## src/rtl/fetch_ctrl_pkg.sv

```systemverilog
// Shared definitions for the fetch-stage next-PC sequencer:
// FSM state encoding, next-PC source select codes and PC width.
package fetch_ctrl_pkg;

   // Width of the program counter register that this block feeds.
   localparam int PC_W = 9;

   typedef enum logic [1:0] {
      ST_INIT = 2'd0,
      ST_RUN  = 2'd1,
      ST_HALT = 2'd2,
      ST_STEP = 2'd3
   } state_t;

   typedef enum logic [2:0] {
      SEL_VEC  = 3'd0,
      SEL_SEQ  = 3'd1,
      SEL_JMP  = 3'd2,
      SEL_BR   = 3'd3,
      SEL_HOLD = 3'd4
   } npc_sel_t;

endpackage

```

## src/rtl/fetch_npc_mux.sv

```systemverilog
// Next-PC source multiplexer, purely combinational.
// Ports: sel (source code), pc_f, jump_target, branch_target in;
//        pc_next (selected address), pc_inc (pc_f + 1, wrapping) out.
module fetch_npc_mux
   import fetch_ctrl_pkg::*;
#(
   parameter int              PC_W         = fetch_ctrl_pkg::PC_W,
   parameter logic [PC_W-1:0] RESET_VECTOR = '0
) (
   input  npc_sel_t        sel,
   input  logic [PC_W-1:0] pc_f,
   input  logic [PC_W-1:0] jump_target,
   input  logic [PC_W-1:0] branch_target,
   output logic [PC_W-1:0] pc_next,
   output logic [PC_W-1:0] pc_inc
);

   // Natural overflow gives the required wrap from the top address to 0.
   assign pc_inc = pc_f + PC_W'(1);

   // Hold returns the current PC; the top decides what it presents.
   always_comb begin
      pc_next = pc_f;
      unique case (sel)
         SEL_VEC:  pc_next = RESET_VECTOR;
         SEL_SEQ:  pc_next = pc_inc;
         SEL_JMP:  pc_next = jump_target;
         SEL_BR:   pc_next = branch_target;
         SEL_HOLD: pc_next = pc_f;
         default:  pc_next = pc_f;
      endcase
   end

endmodule

```

## src/rtl/fetch_ctrl.sv

```systemverilog
// Next-PC sequencer: arbitrates sequential fetch, jump, branch, stall,
// halt and debug single-step; drives the PC register and IF/ID flush.
// Ports: clk, reset (sync, active-high); pc_f, stall_d, jump_d,
//        jump_target_d, branch_taken_d, branch_target_d, halt_d, run,
//        step in; pc_next, pc_en, flush_d, halted, fetch_count out.
module fetch_ctrl
   import fetch_ctrl_pkg::*;
#(
   parameter int              PC_W         = fetch_ctrl_pkg::PC_W,
   parameter logic [PC_W-1:0] RESET_VECTOR = '0,
   parameter int              CNT_W        = 16
) (
   input  logic             clk,
   input  logic             reset,
   input  logic [PC_W-1:0]  pc_f,
   input  logic             stall_d,
   input  logic             jump_d,
   input  logic [PC_W-1:0]  jump_target_d,
   input  logic             branch_taken_d,
   input  logic [PC_W-1:0]  branch_target_d,
   input  logic             halt_d,
   input  logic             run,
   input  logic             step,
   output logic [PC_W-1:0]  pc_next,
   output logic             pc_en,
   output logic             flush_d,
   output logic             halted,
   output logic [CNT_W-1:0] fetch_count
);

   state_t   state;
   state_t   state_nxt;
   npc_sel_t sel;

   logic [PC_W-1:0] pc_sel;
   logic [PC_W-1:0] pc_inc;

   // Priority-resolved decode events: exactly one is high.
   logic go_stall;
   logic go_halt;
   logic go_jmp;
   logic go_br;
   logic go_seq;

   assign go_stall = stall_d;
   assign go_halt  = !stall_d && halt_d;
   assign go_jmp   = !stall_d && !halt_d && jump_d;
   assign go_br    = !stall_d && !halt_d && !jump_d
                     && branch_taken_d;
   assign go_seq   = !stall_d && !halt_d && !jump_d
                     && !branch_taken_d;

   fetch_npc_mux #(
      .PC_W         (PC_W),
      .RESET_VECTOR (RESET_VECTOR)
   ) u_npc_mux (
      .sel           (sel),
      .pc_f          (pc_f),
      .jump_target   (jump_target_d),
      .branch_target (branch_target_d),
      .pc_next       (pc_sel),
      .pc_inc        (pc_inc)
   );

   // With the load disabled the value is a don't-care; present pc_f+1
   // so the PC data input stays stable while fetch is frozen.
   assign pc_next = (sel == SEL_HOLD) ? pc_inc : pc_sel;

   always_comb begin
      sel       = SEL_HOLD;
      pc_en     = 1'b0;
      flush_d   = 1'b0;
      halted    = 1'b0;
      state_nxt = state;
      if (reset) begin
         sel       = SEL_VEC;
         pc_en     = 1'b1;
         flush_d   = 1'b1;
         state_nxt = ST_INIT;
      end else begin
         unique case (state)
            ST_INIT: begin
               sel       = SEL_VEC;
               pc_en     = 1'b1;
               flush_d   = 1'b1;
               state_nxt = ST_RUN;
            end
            ST_RUN, ST_STEP: begin
               // STEP shares the RUN datapath so it advances at most once.
               unique case (1'b1)
                  go_stall: begin
                     sel = SEL_HOLD;
                  end
                  go_halt: begin
                     sel     = SEL_HOLD;
                     flush_d = 1'b1;
                  end
                  go_jmp: begin
                     sel     = SEL_JMP;
                     pc_en   = 1'b1;
                     flush_d = 1'b1;
                  end
                  go_br: begin
                     sel     = SEL_BR;
                     pc_en   = 1'b1;
                     flush_d = 1'b1;
                  end
                  go_seq: begin
                     sel   = SEL_SEQ;
                     pc_en = 1'b1;
                  end
                  default: begin
                     sel = SEL_HOLD;
                  end
               endcase
               if (state == ST_STEP || go_halt) begin
                  state_nxt = ST_HALT;
               end
            end
            ST_HALT: begin
               halted = 1'b1;
               if (run) begin
                  state_nxt = ST_RUN;
               end else if (step) begin
                  state_nxt = ST_STEP;
               end
            end
            default: begin
               state_nxt = ST_INIT;
            end
         endcase
      end
   end

   always_ff @(posedge clk) begin
      if (reset) begin
         state       <= ST_INIT;
         fetch_count <= '0;
      end else begin
         state <= state_nxt;
         if (pc_en) begin
            fetch_count <= fetch_count + CNT_W'(1);
         end
      end
   end

endmodule

```

## config.mk

```make
export PLATFORM = sky130hd
export DESIGN_NAME = fetch_ctrl
export DESIGN_NICKNAME = d
export VERILOG_FILES = /design/src/rtl/fetch_ctrl_pkg.sv /design/src/rtl/fetch_npc_mux.sv /design/src/rtl/fetch_ctrl.sv
export SDC_FILE = /design/constraint.sdc
export NUM_CORES = 1
export LEC_CHECK = 0
export ABC_AREA = 1
export CAP_MARGIN = 40
export CORE_AREA = 2 2 48 50
export DETAILED_ROUTE_END_ITERATION = 16
export DIE_AREA = 0 0 50 52
export DONT_BUFFER_PORTS = 1
export MAX_ROUTING_LAYER = met4
export PLACE_DENSITY = 0.77
export SETUP_SLACK_MARGIN = 0.3
export SKIP_LAST_GASP = 1
export SYNTH_ARGS = -nofsm -noshare
export SYNTH_HDL_FRONTEND = slang
export SYNTH_SLANG_ARGS = --single-unit
```

## constraint.sdc

```tcl
create_clock -name clk -period 4.3 [get_ports clk]
set_clock_uncertainty 0.15 [all_clocks]
set_input_delay 0.645 -clock clk [delete_from_list [all_inputs] [get_ports clk]]
set_output_delay 0.645 -clock clk [all_outputs]
set_load 0.02 [all_outputs]
```

* After elaboration in Yosys (flattened, before gate mapping)
Index checks and enable logic that the tools add are counted.
Cells by class: equality and inequality tests 9, $mul 0, mux-type cells 17, div/mod/pow operators 0, add/sub/neg operators 2, order comparisons 0, reductions and logical operators 17, bitwise gates (word level) 0, shift-type cells 0
Operators with widths (number):
- $pmux 9 s4 | 1
- $add 16x1->16 const B | 1
- $add 9x1->9 const B | 1
- $mux 9 | 1
- $pmux 3 s3 | 1
- $eq 3x2->1 const B | 2
- $logic_and 1x1->1 | 6
- $mux 1 | 6
- $mux 2 | 3
- $pmux 2 s3 | 1
- $pmux 3 s2 | 1
- $reduce_or 3->1 | 2
- $eq 2x2->1 const B | 2
- $logic_not 1->1 | 4
- $pmux 1 s2 | 2
- $eq 3x1->1 const B | 1
- $eq 3x3->1 const B | 1
- $logic_not 3->1 | 1
- $mux 3 | 1
- $ne 3x3->1 const B | 1
- $eq 2x1->1 const B | 1
- $logic_not 2->1 | 1
- $ne 2x2->1 const B | 1
- $reduce_and 2->1 | 1
- 2 further kinds | 2
Storage, ports and cells: logic and storage cells 47, memories kept 0, memory bits (writable) 0, flip-flop bits (word level) 18, bits in read-only memories 0, latch bits 0, output and inout bits 28

* Longest topological paths before layout
Gate-level depths: netlist (run 1).
word-level depth 10, mapped depth 9

* By module
Synthesis (run 1) repeated with hierarchy kept, for this count alone.
Second synthesis, totals: cell total of the unflattened synthesis 256, area, all modules 1607.8 µm²
Modules (own cells, without submodules):
- fetch_ctrl | cells each 158, instances 1, area an instance 1078.5 µm², sequential area each 360.3 µm²
- fetch_npc_mux | cells each 98, instances 1, area an instance 529.3 µm², sequential area each 0.0 µm²

* Worst setup path before layout (run 1)
Ideal clock, no wire load.
path kind input-to-output, from input port stall_d, to output port pc_next[2], path buffers 0, arrival time 1718 ps, cell stages on the path 5, setup slack 1787 ps, required time 3505 ps, path through nor2_1 > nand4_1 > o21ai_2 > inv_2 > o21ai_0
Between the ends: longest elaborated chain between the ends 10, elaborated cells on any way between the ends 16
Ends and longest elaborated chain:
- start: declaration | line fetch_ctrl.sv:16 | input logic stall_d,
- $logic_not 1->1 * | line fetch_ctrl.sv:47, fetch_ctrl.sv:48, fetch_ctrl.sv:50
- $logic_and 1x1->1 * | line fetch_ctrl.sv:47, fetch_ctrl.sv:48, fetch_ctrl.sv:50
- $logic_and 1x1->1 | line fetch_ctrl.sv:48, fetch_ctrl.sv:50
- $logic_and 1x1->1, on equally long branches | line fetch_ctrl.sv:51, fetch_ctrl.sv:49
- $pmux 3 s3 * | line fetch_ctrl.sv:90 | unique case (1'b1)
- $pmux 3 s2 * | line fetch_ctrl.sv:81 | unique case (state)
- $mux 3 * | line fetch_ctrl.sv:75 | if (reset) begin
- $eq 3x2->1, or another cell as far along | line fetch_npc_mux.sv:24 | unique case (sel)
- $pmux 9 s4 | line fetch_npc_mux.sv:24
- $mux 9 * | line fetch_ctrl.sv:67 | assign pc_next = (sel == SEL_HOLD) ? pc_inc : pc_sel;
- end: declaration | line fetch_ctrl.sv:24 | output logic [PC_W-1:0] pc_next,
Mark *: on every way between the ends. The rest lies on a longest branch, timed or not.

* Worst setup path after layout (run 1)
from register state[0], to output port pc_next[2]
Between the ends: longest elaborated chain between the ends 7, elaborated cells on any way between the ends 13
Ends and longest elaborated chain:
- start: declaration | line fetch_ctrl.sv:31 | state_t state;
- start signal: assignment | line fetch_ctrl.sv:140 | state <= state_nxt;
- $eq 2x2->1 / $eq 2x1->1 (equally long branches) | line fetch_ctrl.sv:81
- $reduce_or 2->1 | line fetch_ctrl.sv:81
- $pmux 3 s2 * | line fetch_ctrl.sv:81
- $mux 3 * | line fetch_ctrl.sv:75
- $eq 3x2->1, or another cell as far along | line fetch_npc_mux.sv:24
- $pmux 9 s4 | line fetch_npc_mux.sv:24
- $mux 9 * | line fetch_ctrl.sv:67
Marks and branches as above.

==> results of run 1 <==
==> sequential cells by signal, indices dropped and copies added (netlist names) <==
signal / cells
state: 2
fetch_count: 16
==> through the flow <==
stage	total power, mW	cells	instance area [µm²]	hold slack (ns)
3_5_place_dp	0.234	232	1310	0.428
6_report	0.336	236	1350	0.249
4_1_cts	0.338	236	1350	0.241
5_1_grt	0.352	236	1350	0.237
3_3_place_gp	0.233	232	1310	0.424
2_1_floorplan	0.230	206	1290	0.400
==> report_power, final <==
| part | total, mW | internal [mW] | switching, mW |
|---|---|---|---|
| logic | 0.0482 | 0.0145 | 0.0336 |
| clock network | 0.105 | 0.0517 | 0.0536 |
| registers | 0.182 | 0.171 | 0.0107 |
==> worst min-delay path by stage <==
stage                              start  slack (ns)              end  cells after the start
final                              reset        0.25   fetch_count[7]                      1
after global routing               reset        0.24  fetch_count[14]                      1
after CTS                          reset        0.24   fetch_count[7]                      1
after detailed placement  fetch_count[1]        0.43   fetch_count[1]                      2
after global placement          state[1]        0.42         state[0]                      3
after floorplan                 state[1]        0.40         state[0]                      3
==> metal layers <==
metal  global-route usage, %  up-vias
li1                        -      684
met1                    28.2      583
met2                    38.6       67
met3                    6.32        2
met4                    4.17        0
met5                       -        -
==> worst register-to-register path: cells and delay by family, from the launching register on <==
family / cells / cell delay [ns]
flops: 1 / 0.52
compound gates: 2 / 0.21
simple gates: 3 / 0.50
fa+ha+maj: 1 / 0.27
==> layout by cell type, fill, tap and decap left out <==
cell type	count
xnor2_1	2
o21a_1	1
nor2_1	26
nand3_1	21
a22oi_1	8
dfxtp_1	18
clkbuf_4	3
and3_1	1
nand2_2	3
nand4_1	6
o21ai_0	10
nand2_4	1
clkinv_4	1
nand3b_1	2
nand2_1	45
nor3_1	6
inv_1	26
a21oi_1	10
o21bai_1	2
nor2_2	4
ha_1	2
xor2_1	3
nor3_2	2
inv_2	2
o21ai_1	1
clkbuf_8	1
o21ai_2	1
==> cell type report <==
type / instances / share of cell area [%]
Sequential cell: 18 / 26.8
Clock buffer: 4 / 2.70
Tap cell: 28 / 2.60
Inverter: 29 / 8.46
Multi-Input combinational cell: 157 / 59.5
==> logic make-up (layout without fill, tap and decap cells) <==
kind of cell	count (synthesis)	after routing	synth area share [%]
buffers and inverters	31	33	10.1
DFF	18	18	27.9
xor gates and xnor gates	5	5	3.39
and+or+nand+nor	117	117	41.5
adders and majority gates	2	2	1.94
AOI/OAI and AO/OA	33	33	15.2
==> results.txt, run 1 <==
fmax: 0.359 GHz
# diodes: 0
Setup Total Neg Slack: 0 ns
worst-margin pin slew: 0.651 ns
Worst Setup EP: pc_next[2]
CP max FO: 17
crit path DAT: 1.99 ns
number of synthesized flops with an enable pin: 0
port bufs: 0
footprint of the multi-input gates: 801 µm²
Avg Cell Area, Syn: 6.27 µm²
worst path required time: 3.50 ns
most numerous cell in the Yosys netlist: nand2_1
Top FF cell, synth: dfxtp_1
Area Growth Syn to Fin: 4.26%
origin of the worst setup path: state[0]
metal3 WL: 283 µm
drt total wl: 2.90 mm
number of setup violations in the final report: 0
router iterations before antenna repair: 4
Placer Congestion: 0.833
total die area: 2600 µm²
Max Buffers Root-to-Sink: 2
CP endpoint kind: primary output
r2r endpoint: fetch_count[10]
htree depth: 1
TritonCTS clock tree: yes
cell repeated most along the worst path: nor2_2
global-route total usage across every layer: 23.1%
CP top delay family: compound AO/OA/AOI/OAI gates
core footprint: 2110 µm²
mapped cell area: 1290 µm²
Max-slew headroom: 56.2%
WP buf/inv: 1
routed len/inst: 12.3 µm
Ys Warns: 0
syn nets: 243
met1 wire length: 1.22 mm
top-area cell type share of the netlist area: 27.9%
I/O pins: 63
Initial Utilization: 61.3%
Vias/cell: 5.66
Resized cells post-CTS: 0
hpwl dp: 2.34 mm
Post-CTS Setup Repair Bufs: 0
worst setup margin: 1.51 ns
final worst-path cycle share: 64.8%
Syn Inst Count: 206
CTS root buffer: clkbuf_4
maximum VDD drop: 0.000223 V
flip-flop and latch area: 360 µm²
status: finished clean
top cells by area, synth: dfxtp_1, nand2_1, nand3_1
vias in the first global route: 1103
grt ovf: 0
Startpoint Class: flop
row count: 17
Met2 Wirelength: 1.38 mm
Crit path largest cell delay: 0.55 ns
Yosys cell types: 27
Fin. Hold Viols: 0
Final nets: 246
Residual DRC: 0
post-layout util: 63.9%
top sig layer: met4
Max Cap Violations: 0
initial antenna violation count: 0
Power Density: 249 nW/µm²
CTS Sinks: 18
die width: 50 µm
Min-Delay Path Class: input port to flop
worst-path cell with the longest stage delay: o21ai_0
Worst-Skew Late Latency: 0.30 ns
FFs w/ async S/R, synth: 0%
crit path time final: 2.79 ns
largest net degree at the start of global routing: 18
sequential share of the synthesized area: 27.9%
remaining antenna violation count: 0
Setup Slack @ Placement: 1.65 ns
die extent in y: 52 µm
crit path cell chain: nor2_2, nor2_2, nand2_4, o21ai_2, inv_2, o21ai_0
unrepaired setup endpoints after global routing: false
Final Max Tran Viols: 0
Post-synth top cells: nand2_1, inv_1, nor2_1, nand3_1, dfxtp_1
via count: 1336
first-pass GRT wire length: 4.57 mm
clock slew at reported path FFs: 0.10 ns
hold buffers post-CTS: 0
area leader, netlist: dfxtp_1
R2R depth: 6
crit path kind: flop to primary output
Leakage: 0.531 nW
CTS Buf Count: 3
critical path depth in cells: 6
Fillers: 194
layout cells sized above 1: 8.65%
R2R Setup Slk: 2.54 ns
initial drt markers: 30
#FFs+latches synth: 18
launching point of the worst reg2reg path: fetch_count[0]
(Power assumes the default switching activity.)
==> inputs of run 2 (changes only) <==
--- a/config.mk
+++ b/config.mk
@@ -7,12 +7,12 @@
 export LEC_CHECK = 0
 export ABC_AREA = 1
 export CAP_MARGIN = 40
-export CORE_AREA = 2 2 48 50
+export CORE_AREA = 2 2 52 54
 export DETAILED_ROUTE_END_ITERATION = 16
-export DIE_AREA = 0 0 50 52
+export DIE_AREA = 0 0 54 56
 export DONT_BUFFER_PORTS = 1
 export MAX_ROUTING_LAYER = met4
-export PLACE_DENSITY = 0.77
+export PLACE_DENSITY = 0.7
 export SETUP_SLACK_MARGIN = 0.3
 export SKIP_LAST_GASP = 1
 export SYNTH_ARGS = -nofsm -noshare
==> constraint.sdc (replaced) <==
create_clock -name clk -period 2.3 [get_ports clk]
set_clock_uncertainty 0.15 [all_clocks]
set_input_delay 0.345 -clock clk [delete_from_list [all_inputs] [get_ports clk]]
set_output_delay 0.345 -clock clk [all_outputs]
set_load 0.02 [all_outputs]
==> results.txt, run 2 (synthesis results as in run 1) <==
layout cells sized above 1: 20.1% (was 8.65%)
Top reg by flops: fetch_count (unchanged)
unrepaired setup endpoints after global routing: true (was false)
Area Growth Syn to Fin: 18.8% (was 4.26%)
htree depth: 1 (unchanged)
die extent in y: 56 µm (was 52 µm)
largest registers: fetch_count (16), state (2) (unchanged)
hpwl dp: 2.51 mm (was 2.34 mm)
initial drt markers: 23 (was 30)
port bufs: 0 (unchanged)
Vias/cell: 5.51 (was 5.66)
commonest non-fill, non-tap cell in the layout: nand2_1 (unchanged)
CP endpoint kind: primary output (unchanged)
crit path cell chain: nand4_1, o21ai_2, inv_2, o21ai_2, buf_6 (was nor2_2, nor2_2, nand2_4, o21ai_2, inv_2, o21ai_0)
CP max FO: 7 (was 17)
drt total wl: 3.40 mm (was 2.90 mm)
Pwr Total: 0.624 mW (was 0.336 mW)
initial antenna violation count: 0 (unchanged)
crit path time final: 2.07 ns
Max-slew headroom: 72.6% (was 56.2%)
max reg flops: 16 (unchanged)
core footprint: 2430 µm² (was 2110 µm²)
cell repeated most along the worst path: o21ai_2 (was nor2_2)
Setup Total Neg Slack: 0 ns (unchanged)
placed inst area: 1360 µm² (was 1310 µm²)
routed len/inst: 13.7 µm (was 12.3 µm)
vias in the first global route: 1236 (was 1103)
Power Density: 407 nW/µm² (was 249 nW/µm²)
row count: 18 (was 17)
Fillers: 242 (was 194)
CTS Sinks: 18 (unchanged)
final worst-path cycle share: 89.9%
Fin. Hold Viols: 0 (unchanged)
maximum VDD drop: 0.000395 V (was 0.000223 V)
Final Max Tran Viols: 0 (unchanged)
total die area: 3020 µm² (was 2600 µm²)
status: finished clean (unchanged)
worst path required time: 1.80 ns (was 3.50 ns)
router iterations before antenna repair: 4 (unchanged)
Residual DRC: 0 (unchanged)
TritonCTS clock tree: yes (unchanged)
die width: 54 µm (was 50 µm)
grt ovf: 0 (unchanged)
Final nets: 258 (was 246)
fmax: 0.484 GHz
Worst-Skew Late Latency: 0.29 ns (was 0.30 ns)
global-route total usage across every layer: 21.9% (was 23.1%)
# diodes: 0 (unchanged)
Initial Utilization: 53.1% (was 61.3%)
Max Buffers Root-to-Sink: 2 (unchanged)
CTS Buf Count: 3 (unchanged)
remaining antenna violation count: 0 (unchanged)
worst setup margin: 0.232 ns (was 1.51 ns)
largest net degree at the start of global routing: 17 (was 18)
most frequent cells in the layout: nand2_1, nor2_1, inv_1, nand3_1, dfxtp_1 (unchanged)
Setup Slack @ Placement: 0.293 ns (was 1.65 ns)
worst-margin pin slew: 0.410 ns (was 0.651 ns)
Leakage: 0.608 nW (was 0.531 nW)
first-pass GRT wire length: 4.99 mm (was 4.57 mm)
number of setup violations in the final report: 0 (unchanged)
worst-path cell with the longest stage delay: dfxtp_4 (was o21ai_0)
Crit path largest cell delay: 0.40 ns (was 0.55 ns)
via count: 1372 (was 1336)
clock slew at reported path FFs: 0.10 ns (about the same)
crit path DAT: 1.57 ns (was 1.99 ns)
fin area: 1530 µm² (was 1350 µm²)
Max Cap Violations: 0 (unchanged)
CTS root buffer: clkbuf_4 (unchanged)
crit path kind: flop to primary output (unchanged)
Min-Delay Path Class: input port to flop (unchanged)
Placer Congestion: 0.804 (was 0.833)
I/O pins: 63 (unchanged)
Startpoint Class: flop (unchanged)
## run 2: path summary, 6_finish.rpt
kind,slack [ns],start,depth (start not counted),endpoint
setup / recovery,0.23,state[0],5,pc_next[3]
hold / removal,0.05,reset,2,fetch_count[0]
setup reg to reg,0.49,fetch_count[0],6,fetch_count[10]
hold reg to reg,0.44,fetch_count[1],2,fetch_count[1]
## run 2: worst max-delay path: cells and delay by family (launching register included)
kind            cells  cell delay (ns)
buf+inv             2             0.25
compound gates      2             0.42
simple gates        1             0.21
flops               1             0.40
## run 2: timing repair
action,in CTS,in global routing
hold buffers,1,0
pin swaps,3,9
resized for setup,12,20
cloned,0,1
setup endpoints to repair,9,9
endpoints found under the hold margin,8,0
buffers inserted,1,3
## run 2: per-stage QoR
stage                     util, %  cells  hold slack (ns)
after floorplan                 -    206            0.369
after global placement       55.8    240            0.267
after detailed placement     55.8    240            0.269
after CTS                    58.4    245           0.0448
after global routing         63.1    249           0.0446
final                        63.1    249           0.0535
## run 2: per-layer routing
| layer | up-vias | global-route usage [%] | routed length (µm) |
|---|---|---|---|
| met2 | 46 | 39.0 | 1750 |
| met4 | 0 | 4.64 | 11 |
| met1 | 610 | 23.3 | 1380 |
| li1 | 714 | - | - |
| met3 | 2 | 6.18 | 257 |
| met5 | - | - | 0 |
## run 2: layout make-up
cell class	count	area, µm²	share of cell area, %
tap	30	37.5	2.45
clock buffer	3	22.5	1.47
inverter	29	114	7.42
timing repair buffer	11	104	6.77
multi-input combinational	158	892	58.2
sequential	18	364	23.7
## run 2: power by group
part | switching, mW | internal [mW] | total, mW
sequential | 0.0201 | 0.320 | 0.341
combinational | 0.0805 | 0.0486 | 0.129
clock | 0.0936 | 0.0608 | 0.154
==> inputs of run 3 (changes only) <==
--- a/config.mk
+++ b/config.mk
@@ -7,12 +7,12 @@
 export LEC_CHECK = 0
 export ABC_AREA = 1
 export CAP_MARGIN = 40
-export CORE_AREA = 2 2 52 54
+export CORE_AREA = 2 2 49 51
 export DETAILED_ROUTE_END_ITERATION = 16
-export DIE_AREA = 0 0 54 56
+export DIE_AREA = 0 0 51 53
 export DONT_BUFFER_PORTS = 1
 export MAX_ROUTING_LAYER = met4
-export PLACE_DENSITY = 0.7
+export PLACE_DENSITY = 0.74
 export SETUP_SLACK_MARGIN = 0.3
 export SKIP_LAST_GASP = 1
 export SYNTH_ARGS = -nofsm -noshare
==> constraint.sdc (replaced) <==
create_clock -name clk -period 2.18 [get_ports clk]
set_clock_uncertainty 0.15 [all_clocks]
set_input_delay 0.327 -clock clk [delete_from_list [all_inputs] [get_ports clk]]
set_output_delay 0.327 -clock clk [all_outputs]
set_load 0.02 [all_outputs]
==> results.txt, run 3 (synthesis results as in run 1) <==
Crit path largest cell delay: 0.39 ns (was 0.40 ns)
router iterations before antenna repair: 4 (unchanged)
Top reg by flops: fetch_count (unchanged)
crit path DAT: 1.54 ns (was 1.57 ns)
worst-margin pin slew: 0.392 ns (was 0.410 ns)
Max-slew headroom: 73.8% (was 72.6%)
worst path required time: 1.70 ns (was 1.80 ns)
global-route total usage across every layer: 25.8% (was 21.9%)
Worst-Skew Late Latency: 0.30 ns (was 0.29 ns)
placed inst area: 1360 µm² (about the same)
Max Buffers Root-to-Sink: 2 (unchanged)
R2R depth: 7 (was 6)
most frequent cells in the layout: nand2_1, inv_1, nor2_1, nand3_1, dfxtp_1 (was nand2_1, nor2_1, inv_1, nand3_1, dfxtp_1)
worst-path cell with the longest stage delay: dfxtp_4 (unchanged)
Final nets: 258 (unchanged)
clock slew at reported path FFs: 0.10 ns (about the same)
maximum VDD drop: 0.000356 V (was 0.000395 V)
hold path cells: 2 (unchanged)
Residual DRC: 0 (unchanged)
post-layout util: 70.2% (was 63.1%)
Min-Delay Path Class: input port to flop (unchanged)
first-pass GRT wire length: 5.21 mm (was 4.99 mm)
drt total wl: 3.31 mm (was 3.40 mm)
r2r endpoint: fetch_count[15] (was fetch_count[10])
routed len/inst: 13.4 µm (was 13.7 µm)
die width: 51 µm (was 54 µm)
Fin. Hold Viols: 0 (unchanged)
vias in the first global route: 1229 (was 1236)
via count: 1431 (was 1372)
number of setup violations in the final report: 0 (unchanged)
fin area: 1510 µm² (was 1530 µm²)
CTS Sinks: 18 (unchanged)
core footprint: 2150 µm² (was 2430 µm²)
Area Growth Syn to Fin: 16.9% (was 18.8%)
Vias/cell: 5.77 (was 5.51)
unrepaired setup endpoints after global routing: true (unchanged)
port bufs: 0 (unchanged)
grt ovf: 0 (unchanged)
Placer Congestion: 0.895 (was 0.804)
largest net degree at the start of global routing: 17 (unchanged)
launching point of the worst reg2reg path: fetch_count[4] (was fetch_count[0])
Hold Startpoint: reset (unchanged)
final worst-path cycle share: 92.5%
fmax: 0.496 GHz
die extent in y: 53 µm (was 56 µm)
Startpoint Class: flop (unchanged)
Initial Utilization: 60.1% (was 53.1%)
TritonCTS clock tree: yes (unchanged)
Pwr Total: 0.700 mW (was 0.624 mW)
crit path cell chain: nand4_1, o21ai_2, buf_4, nand3_1, nand3_2 (was nand4_1, o21ai_2, inv_2, o21ai_2, buf_6)
crit path time final: 2.02 ns
CP max FO: 6 (was 7)
max reg flops: 16 (unchanged)
htree depth: 1 (unchanged)
CP endpoint kind: primary output (unchanged)
commonest non-fill, non-tap cell in the layout: nand2_1 (unchanged)
largest registers: fetch_count (16), state (2) (unchanged)
row count: 17 (was 18)
Endpoint, Worst Hold: fetch_count[0] (unchanged)
hpwl dp: 2.42 mm (was 2.51 mm)
CTS root buffer: clkbuf_4 (unchanged)
layout cells sized above 1: 17.7% (was 20.1%)
Setup Total Neg Slack: 0 ns (unchanged)
CTS Buf Count: 3 (unchanged)
Power Density: 464 nW/µm² (was 407 nW/µm²)
total die area: 2700 µm² (was 3020 µm²)
Leakage: 0.616 nW (was 0.608 nW)
Worst Hold Margin: 0.0195 ns (was 0.0535 ns)
status: finished clean (unchanged)
R2R Setup Slk: 0.54 ns (was 0.49 ns)
remaining antenna violation count: 0 (unchanged)
Max Cap Violations: 0 (unchanged)
initial drt markers: 42 (was 23)
initial antenna violation count: 0 (unchanged)
crit path kind: flop to primary output (unchanged)
# diodes: 0 (unchanged)
Final Max Tran Viols: 0 (unchanged)
I/O pins: 63 (unchanged)
run 3: cell types whose count changed in the layout (fill, tap and decap cells not counted), moves of 4 or more:
cell / change
o21ai_1: +4
buf_6: -5
o21ai_2: -4
buf_4: +5
run 3: area by class of cell:
cell class	count	area [µm²]
inverters	29	114
flip-flops and latches	18	365
clock buffers	4	36.3
repair buffers	12	105
multi-input cells	157	853
fillers	199	639
well taps	28	35.0
run 3: worst max-delay path: cells and delay by family (launching register included):
family,cells,cell delay [ns]
AO/OA/AOI/OAI,1,0.25
buffers and inverters,1,0.15
flip-flops,1,0.39
AND/OR/NAND/NOR,3,0.45
run 3: per-stage QoR:
step | setup slack (ns) | instances
after floorplan | 0.303 | 206
after global placement | 0.329 | 239
after detailed placement | 0.229 | 239
after CTS | 0.178 | 247
after global routing | 0.0852 | 248
final | 0.164 | 248
run 3: how the worst max path moves through the flow:
stage	cells after the start	start	endpoint
floorplan	5	stall_d	pc_next[2]
global route	5	state[0]	pc_next[8]
detailed placement	6	stall_d	pc_next[3]
finish	5	state[0]	pc_next[8]
CTS	5	state[0]	pc_next[6]
global placement	6	stall_d	pc_next[3]
run 3: what timing repair did:
item	4_1_cts	5_1_grt
hold endpoints to repair	8	0
pin swaps	7	1
resized for setup	13	8
hold buffers	1	0
setup buffers	3	1
endpoints found under the setup margin	9	12
run 3: power by group:
part	internal [mW]	switching (mW)	leakage, nW
sequential	0.339	0.0146	0.147
combinational	0.0537	0.0881	0.448
clock	0.102	0.104	0.0210
run 3: per-layer routing:
layer	GRT usage (%)	share of wire [%]
met5	-	0
met3	7.06	9.2
met2	43.1	50
met1	31.0	39
met4	6.31	1.4
